### src/rtl/alu_pkg.sv
// Shared types for the ALU command sequencer: opcodes, sequencer states,
// the ALU's divide-by-zero result code and the error-decode helper.
package alu_pkg;

    typedef enum logic [2:0] {
        OP_CLR = 3'd0,
        OP_ADD = 3'd1,
        OP_SUB = 3'd2,
        OP_MUL = 3'd3,
        OP_DIV = 3'd4
    } alu_op_e;

    typedef enum logic [1:0] {
        IDLE,
        EXEC,
        CAPT,
        RESP
    } seq_state_e;

    // Result the ALU returns for a division by zero.
    localparam logic [15:0] ALU_ERROR_CODE = 16'hDEAD;

    // An operation is in error when the opcode is outside the defined set
    // or when it is a division by zero.
    function automatic logic op_is_error(input logic [2:0] oper, input logic b_is_zero);
        return (oper > OP_DIV) || ((oper == OP_DIV) && b_is_zero);
    endfunction

endpackage

### src/rtl/alu_cmd_sequencer.sv
// Initiator-side sequencer for the team's ALU. Takes one command from a
// valid/ready stream, strobes the ALU for one cycle, captures the
// registered result and returns it on a valid/ready response stream.
// Optional: define ALU_SEQ_ERR_EN to add the rsp_err output.
module alu_cmd_sequencer
    import alu_pkg::*;
#(
    parameter int DATA_WIDTH = 8,
    parameter int CNT_WIDTH  = 16
) (
    input  logic                    clk,
    input  logic                    reset_n,
    // command stream
    input  logic                    cmd_valid,
    output logic                    cmd_ready,
    input  logic [2:0]              cmd_oper,
    input  logic [DATA_WIDTH-1:0]   cmd_a,
    input  logic [DATA_WIDTH-1:0]   cmd_b,
    // ALU interface
    output logic                    alu_execute,
    output logic [2:0]              alu_oper,
    output logic [DATA_WIDTH-1:0]   alu_a,
    output logic [DATA_WIDTH-1:0]   alu_b,
    input  logic [2*DATA_WIDTH-1:0] alu_res,
    // response stream
    output logic                    rsp_valid,
    input  logic                    rsp_ready,
    output logic [2*DATA_WIDTH-1:0] rsp_data,
`ifdef ALU_SEQ_ERR_EN
    output logic                    rsp_err,
`endif
    output logic [CNT_WIDTH-1:0]    ops_done
);

    seq_state_e                state_q, state_d;
    logic [2:0]                oper_q, oper_d;
    logic [DATA_WIDTH-1:0]     a_q, a_d;
    logic [DATA_WIDTH-1:0]     b_q, b_d;
    logic [2*DATA_WIDTH-1:0]   rsp_data_q, rsp_data_d;
    logic [CNT_WIDTH-1:0]      ops_done_q, ops_done_d;
`ifdef ALU_SEQ_ERR_EN
    logic                      err_q, err_d;
`endif

    // Handshake outputs decode straight from the state. cmd_ready is also
    // gated by reset_n so nothing is accepted while reset is held.
    assign cmd_ready   = reset_n && (state_q == IDLE);
    assign alu_execute = (state_q == EXEC);
    assign rsp_valid   = (state_q == RESP);

    assign alu_oper = oper_q;
    assign alu_a    = a_q;
    assign alu_b    = b_q;
    assign rsp_data = rsp_data_q;
    assign ops_done = ops_done_q;
`ifdef ALU_SEQ_ERR_EN
    assign rsp_err  = err_q;
`endif

    // Next-state and datapath update for the four-phase command sequence.
    always_comb begin
        // NOTE: every _d gets its hold value first so no path through the
        // case statement can leave it unassigned and infer a latch.
        state_d    = state_q;
        oper_d     = oper_q;
        a_d        = a_q;
        b_d        = b_q;
        rsp_data_d = rsp_data_q;
        ops_done_d = ops_done_q;
`ifdef ALU_SEQ_ERR_EN
        err_d      = err_q;
`endif
        case (state_q)
            IDLE: begin
                if (cmd_valid) begin
                    oper_d  = cmd_oper;
                    a_d     = cmd_a;
                    b_d     = cmd_b;
                    state_d = EXEC;
                end
            end
            EXEC: begin
                state_d = CAPT;
            end
            CAPT: begin
                // The ALU result is registered, so it is valid one cycle
                // after the execute strobe.
                rsp_data_d = alu_res;
`ifdef ALU_SEQ_ERR_EN
                err_d      = op_is_error(oper_q, (b_q == '0));
`endif
                state_d    = RESP;
            end
            RESP: begin
                if (rsp_ready) begin
                    ops_done_d = ops_done_q + CNT_WIDTH'(1);
                    state_d    = IDLE;
                end
            end
            default: begin
                state_d = IDLE;
            end
        endcase
    end

    // State and datapath registers; reset drops any command in flight.
    always_ff @(posedge clk or negedge reset_n) begin
        if (!reset_n) begin
            state_q    <= IDLE;
            oper_q     <= '0;
            a_q        <= '0;
            b_q        <= '0;
            rsp_data_q <= '0;
            ops_done_q <= '0;
`ifdef ALU_SEQ_ERR_EN
            err_q      <= 1'b0;
`endif
        end else begin
            // NOTE: non-blocking assignments so every register samples the
            // values from before this edge, independent of statement order.
            state_q    <= state_d;
            oper_q     <= oper_d;
            a_q        <= a_d;
            b_q        <= b_d;
            rsp_data_q <= rsp_data_d;
            ops_done_q <= ops_done_d;
`ifdef ALU_SEQ_ERR_EN
            err_q      <= err_d;
`endif
        end
    end

endmodule
### config.mk
export PLATFORM = sky130hd
export DESIGN_NAME = alu_cmd_sequencer
export DESIGN_NICKNAME = d
export VERILOG_FILES = /design/src/rtl/alu_pkg.sv /design/src/rtl/alu_cmd_sequencer.sv
export SDC_FILE = /design/constraint.sdc
export NUM_CORES = 1
export LEC_CHECK = 0
export ABC_AREA = 1
export CORE_ASPECT_RATIO = 0.5
export CORE_UTILIZATION = 43
export DETAILED_ROUTE_END_ITERATION = 7
export PLACE_DENSITY = 0.78
export SYNTH_ARGS = -nofsm -noshare
export SYNTH_HDL_FRONTEND = slang
export SYNTH_SLANG_ARGS = --single-unit
export TNS_END_PERCENT = 20
### constraint.sdc
create_clock -name clk -period 2.1 [get_ports clk]
set_input_delay 0.42 -clock clk [delete_from_list [all_inputs] [get_ports clk]]
set_output_delay 0.42 -clock clk [all_outputs]
set_load 0.01 [all_outputs]
==> results of run 1 <==
[cells by family after synthesis]
family	synth area share, %
AO/OA/AOI/OAI	0.904
XOR/XNOR	3.72
adder cells (fa/ha/maj)	3.19
buffers and inverters	4.20
flip-flops	56.4
multiplexers	18.4
AND/OR/NAND/NOR	13.2
[power by group through the flow]
stage | registers [mW] | clock network (mW) | logic (mW)
after floorplan | 1.88 | 0 | 0.866
after global placement | 1.71 | 0 | 2.06
after detailed placement | 1.73 | 0 | 2.12
after CTS | 1.71 | 0.725 | 2.15
after global routing | 1.76 | 0.758 | 2.31
final | 1.71 | 0.711 | 2.15
[placed cells by master (no fill, tap or decap)]
master / count
clkdlybuf4s50_1: 90
nor3_1: 2
inv_1: 17
o21ai_0: 1
nand2_2: 3
bufinv_16: 1
inv_2: 3
o21ai_1: 1
clkbuf_8: 6
o22ai_1: 1
nand4_1: 3
ha_1: 5
nand2_4: 2
mux2_4: 10
nor2_4: 3
buf_4: 4
dlymetal6s2s_1: 1
mux2_2: 25
a21oi_1: 1
ha_2: 1
clkbuf_1: 1
buf_2: 1
xnor2_1: 4
nor2_2: 3
xor2_1: 6
nand3_1: 7
nor2_1: 14
dfrtp_1: 53
nand2_1: 27
[timing repair]
action / in CTS / in global routing
setup buffers: 1 / 1
setup endpoints to repair: 1 / 1
pin swaps: 0 / 0
gates resized for setup: 2 / 2
[layer usage]
metal	wire length (µm)	vias to the layer above	track usage [%]
li1	-	830	-
met1	2220	830	22.3
met2	2650	32	33.4
met3	135	7	4.05
met4	62	0	5.25
met5	0	-	0
[worst max-delay path, stage by stage (launching register included)]
cell and delay [ns]:
dfrtp_1 0.40, buf_4 0.15, ha_1 0.22, clkdlybuf4s50_1 0.49
[sequential cells by signal (all words and copies together) (netlist names)]
register  cells
alu_b         8
alu_a         8
state_q       2
rsp_data     16
alu_oper      3
ops_done     16
[metrics by stage]
step | area (µm²) | cells | total power, mW | setup slack, ns | hold WS (ns)
after floorplan | 2350 | 195 | 2.75 | 0.648 | 0.124
after global placement | 3350 | 356 | 3.77 | 0.301 | 0.481
after detailed placement | 3350 | 356 | 3.85 | 0.258 | 0.493
after CTS | 3470 | 365 | 4.59 | 0.0200 | 0.269
after global routing | 3480 | 366 | 4.83 | 0.0629 | 0.314
final | 3480 | 366 | 4.56 | 0.118 | 0.259
[how the worst min path moves through the flow]
stage,endpoint,slack [ns],cells after the start
after floorplan,alu_a[0]$_DFFE_PN0P_,0.12,0
after global placement,ops_done[13]$_DFFE_PN0P_,0.48,2
after detailed placement,alu_b[4]$_DFFE_PN0P_,0.49,1
after CTS,rsp_data[0]$_DFFE_PN0P_,0.27,2
after global routing,rsp_data[2]$_DFFE_PN0P_,0.31,2
final,rsp_data[0]$_DFFE_PN0P_,0.26,2
[area by class of cell]
class	instances	area (µm²)	area share, %
flip-flops and latches	53	1330	38.1
repair buffers	96	948	27.2
multi-input cells	119	930	26.7
well taps	70	87.6	2.51
clock buffers	7	86.3	2.48
inverters	20	75.1	2.16
clock inverters	1	30.0	0.862
==> results.json, run 1 <==
{
  "synth_cells": 195,
  "skew_ns": 0.00618,
  "p_seq_share_pct": 37.4,
  "synth.distinct_cells": 24,
  "hp-class": "input pin to asynchronous set/reset pin",
  "synth_seq_cells": 53,
  "cts_tree": "done",
  "core_um2": 5090,
  "r2r-end": "alu_a[0]$_DFFE_PN0P_",
  "ys_top_cells_by_area": "dfrtp_1 56%, mux2_2 12%, mux2_4 6.4%, nand2_1 4.3%, ha_1 3.2%",
  "crit_path_end": "rsp_valid",
  "fin_nets": 340,
  "layout-drive-gt1-share_pct": 20.9,
  "antenna_cells": 0,
  "initial_core_util_pct": 46.2,
  "grt_pass1_vias": 1666,
  "synth_top_area_share_pct": 56.4,
  "fin_crit_sh_pct": 94.4,
  "ys_async_sr_fraction_pct": 100,
  "p_leak_nw": 1.59,
  "viasPerCell": 4.64,
  "grt-ovfl-total": 0,
  "synth_warnings": 0,
  "final.min_clock_period_ns": 1.98,
  "worst_setup_hold_path_clk_slew_ns": 0.09,
  "clkLatencyLatePin_ns": 0.30,
  "num_vias": 1699,
  "antenna_found_initial": 0,
  "cts_root_buffer": "clkbuf_8",
  "maxCapViolations": 0,
  "ys.flop_type": "dfrtp_1",
  "peakVddDrop_mv": 0.599,
  "synth_commonest_cells": "53 x dfrtp_1, 27 x nand2_1, 25 x mux2_2",
  "cp-end-kind": "output port",
  "r2r_setup_slack_ns": 0.54,
  "powerDensity_nw_per_um2": 1310,
  "finalSetupViolations": 0,
  "netSwitchingPower_mw": 1.41,
  "detail-route-antenna-nets": 0,
  "grt_pass1_wl_um": 7980,
  "worstPathRequired_ns": 1.68,
  "place_congestion": 0.813,
  "crit_arrival_ns": 1.56,
  "critPathMaxFanout": 3,
  "synth_top_area_cell": "dfrtp_1",
  "combPwrFrac_pct": 47.0,
  "clock.fmax_ghz": 0.505,
  "die_y_um": 54.3,
  "tightest_slew_ns": 0.654,
  "htree_levels": 2,
  "synth_most_common_cell": "dfrtp_1",
  "routed_wl_um": 5070,
  "initialDrtViolationCount": 34,
  "dieArea_um2": 5790,
  "grtUsageTotal_pct": 18.2,
  "clockBufferDepth": 2,
  "status": "completed",
  "synth-seq-area-share_pct": 56.4,
  "relSlewSlack_pct": 56.4,
  "nFillCells": 409,
  "grt_max_degree": 54,
  "crit_type": "register to output port",
  "syn_avg_cell_area_um2": 12.1,
  "final_core_util_pct": 68.4,
  "clkSinkCount": 53,
  "sw_frac_of_total_pct": 30.8,
  "rr_startpoint": "state_q[0]$_DFFE_PN0P_",
  "syn_nets": 240,
  "rsz0062_at_grt": "false",
  "port-buffer-count": 92,
  "wl_per_cell_um": 13.8,
  "synth_area_um2": 2350,
  "holdBufCountCts": 0,
  "worstSetupStartpoint": "state_q[0]$_DFFE_PN0P_",
  "slew_violations": 0,
  "fp.dieW_um": 107,
  "tns_ns": 0,
  "cts-buffers-inserted": 5,
  "syn_to_final_growth_pct": 48.1,
  "ff2ff_path_depth": 4,
  "core.rowCount": 18,
  "worst_setup_path_start_kind": "register",
  "io_pins": 93,
  "dpl.hpwl_um": 3790,
  "clockPowerShare_pct": 15.6,
  "first_pass_iters": 4,
  "synth_edf_count": 0,
  "drc_errors": 0,
  "hold_violations": 0,
  "intPower_mw": 3.16
}
(Power assumes the default switching activity.)
==> inputs of run 2 (changes only) <==
ABC_AREA = default   (was 1)
CORE_UTILIZATION = 42   (was 43)
==> run 2 against run 1 <==
Global-route usage shrank 0.52 points. Cell area down 5.7%. Non-clock buffer count decreased by 2. Routed wire length fell by 10%. Sequential cell count stayed put. Synthesized cell count down 23%. Clock skew is 0.0012 ns higher. Worst setup slack improved by 0.012 ns. First-iteration DRC count is 15% lower. Sequential power about the same. Die area fell by 5.1%. Critical path type unchanged.
==> results.json, run 2 <==
{
  "status": "completed",
  "routed_wl_um": 4550,
  "fin_nets": 293,
  "detail-route-antenna-nets": 0,
  "antenna_found_initial": 0,
  "grt_pass1_wl_um": 7450,
  "place_congestion": 0.751,
  "fin_crit_sh_pct": 93.8,
  "final.min_clock_period_ns": 1.97,
  "initialDrtViolationCount": 29,
  "crit_path_cell_trace": "ha_2 > clkdlybuf4s50_1",
  "cts_tree": "done",
  "antenna_cells": 0,
  "slowest_delay_ns": 0.57,
  "critPathMaxFanout": 5,
  "powerDensity_nw_per_um2": 1330,
  "first_pass_iters": 4,
  "rsz0062_at_grt": "false",
  "layout-drive-gt1-share_pct": 23.3,
  "synth_cells": 150,
  "synth_warnings": 0,
  "synth-seq-area-share_pct": 60.9,
  "power_mw": 4.36,
  "worstSetupStartpoint": "state_q[1]$_DFFE_PN0P_",
  "drc_errors": 0,
  "port-buffer-count": 92,
  "hp-class": "input pin to asynchronous set/reset pin",
  "syn_nets": 195,
  "synth_area_um2": 2180,
  "cts_root_buffer": "clkbuf_8",
  "worst_setup_path_start_kind": "register",
  "grt_pass1_vias": 1563,
  "fin_ws_ns": 0.131,
  "core_um2": 4950,
  "hold_violations": 0,
  "maxCapViolations": 0,
  "synth_seq_cells": 53,
  "r2r_setup_slack_ns": 0.54,
  "p_leak_nw": 1.41,
  "grtUsageTotal_pct": 17.7,
  "clock.fmax_ghz": 0.508,
  "fp.dieW_um": 104,
  "synth_top_area_share_pct": 60.9,
  "syn_avg_cell_area_um2": 14.5,
  "clkSinkCount": 53,
  "synth.distinct_cells": 23,
  "place_ws_ns": 0.245,
  "die_y_um": 52.9,
  "crit_arrival_ns": 1.55,
  "synth_edf_count": 0,
  "grt-ovfl-total": 0,
  "dieArea_um2": 5490,
  "cp-end-kind": "output port",
  "finalSetupViolations": 0,
  "peakVddDrop_mv": 0.697,
  "clkLatencyLatePin_ns": 0.30,
  "tns_ns": 0,
  "synth_top_area_cell": "dfrtp_1",
  "rr_startpoint": "state_q[1]$_DFFE_PN0P_",
  "final_core_util_pct": 66.3,
  "layout_common_cells": "90 x clkdlybuf4s50_1, 53 x dfrtp_1, 37 x mux2_2, 8 x xor2_1",
  "synth_commonest_cells": "53 x dfrtp_1, 37 x mux2_2, 8 x xor2_1",
  "r2r-end": "alu_a[6]$_DFFE_PN0P_",
  "dpl.hpwl_um": 3440,
  "ys_async_sr_fraction_pct": 100,
  "num_vias": 1496,
  "grt_max_degree": 54,
  "relSlewSlack_pct": 56.7,
  "ys.flop_type": "dfrtp_1",
  "htree_levels": 2,
  "crit_path_top_delay_cell": "clkdlybuf4s50_1",
  "holdBufCountCts": 0,
  "wl_per_cell_um": 14.3,
  "post_cts_buffers": 0,
  "ff2ff_path_depth": 4,
  "layout.cells.non_filler": 319,
  "viasPerCell": 4.69,
  "clockBufferDepth": 2,
  "synth_most_common_cell": "dfrtp_1",
  "dp_cells": 311,
  "core.rowCount": 18,
  "syn_to_final_growth_pct": 50.9,
  "crit_type": "register to output port",
  "layout_commonest_cell": "clkdlybuf4s50_1",
  "ys_top_cells_by_area": "dfrtp_1 61%, mux2_2 19%, ha_1 3.4%, xor2_1 3.2%, xnor2_1 2.8%",
  "worst_setup_hold_path_clk_slew_ns": 0.09,
  "skew_ns": 0.00733,
  "tightest_slew_ns": 0.650,
  "io_pins": 93,
  "initial_core_util_pct": 43.9,
  "slew_violations": 0,
  "cts-buffers-inserted": 5,
  "worstPathRequired_ns": 1.68
}
==> run 2: worst max path at each step <==
stage,to,slack [ns],cells past startpoint
final,rsp_valid,0.13,2
after global routing,rsp_valid,0.05,2
after CTS,rsp_valid,0.02,2
after detailed placement,ops_done[15]$_DFFE_PN0P_,0.25,5
after global placement,ops_done[10]$_DFFE_PN0P_,0.28,5
after floorplan,alu_a[2]$_DFFE_PN0P_,0.59,5
==> run 2: repair_timing <==
action / 4_1_cts / 5_1_grt
endpoints found under the setup margin: 1 / 1
pin swaps: 0 / 0
resized for setup: 3 / 1
==> run 2: per-layer routing <==
layer  share of wire, %  global-route usage, %  vias up  wire length (µm)
met3                2.5                   4.06        4               114
li1                   -                      -      710                 -
met4               0.79                   4.29        0                36
met1                 42                   21.2      755              1910
met2                 55                   33.2       27              2490
met5                  0                      0        -                 0
==> run 2: logic make-up (layout without fill, tap and decap cells) <==
group / Yosys count / in the layout / share of synthesized area, %
flip-flops: 53 / 53 / 60.9
multiplexers: 37 / 37 / 19.1
AND/OR/NAND/NOR: 29 / 29 / 8.39
XOR/XNOR: 15 / 15 / 6.03
buffers and inverters: 8 / 107 / 1.55
adder cells (fa/ha/maj): 6 / 6 / 3.45
AO/OA/AOI/OAI: 2 / 2 / 0.517
==> run 2: area by class of cell <==
class	instances	area (µm²)
clock buffer	7	96.3
clock inverter	1	5.00
fill	369	1670
inverter	5	18.8
multi-input combinational	89	822
sequential	53	1330
tap	70	87.6
timing repair buffer	94	930
==> run 2: report_power, final <==
| group | internal [mW] | leakage, nW | switching [mW] | total (mW) |
|---|---|---|---|---|
| combinational | 1.27 | 0.708 | 0.762 | 2.03 |
| clock | 0.299 | 0.0542 | 0.315 | 0.613 |
| sequential | 1.45 | 0.649 | 0.269 | 1.71 |
==> run 2: worst max-delay path: cells and delay by family, from the launching register on <==
| kind | cells | cell delay (ns) |
|---|---|---|
| buffers and inverters | 1 | 0.57 |
| adder cells (fa/ha/maj) | 1 | 0.28 |
| flip-flops | 1 | 0.40 |
==> run 2: per-stage QoR <==
step / cell area, µm² / hold slack [ns]
finish: 3290 / 0.257
detailed placement: 3180 / 0.474
global placement: 3180 / 0.477
floorplan: 2180 / 0.124
global route: 3290 / 0.309
CTS: 3280 / 0.284
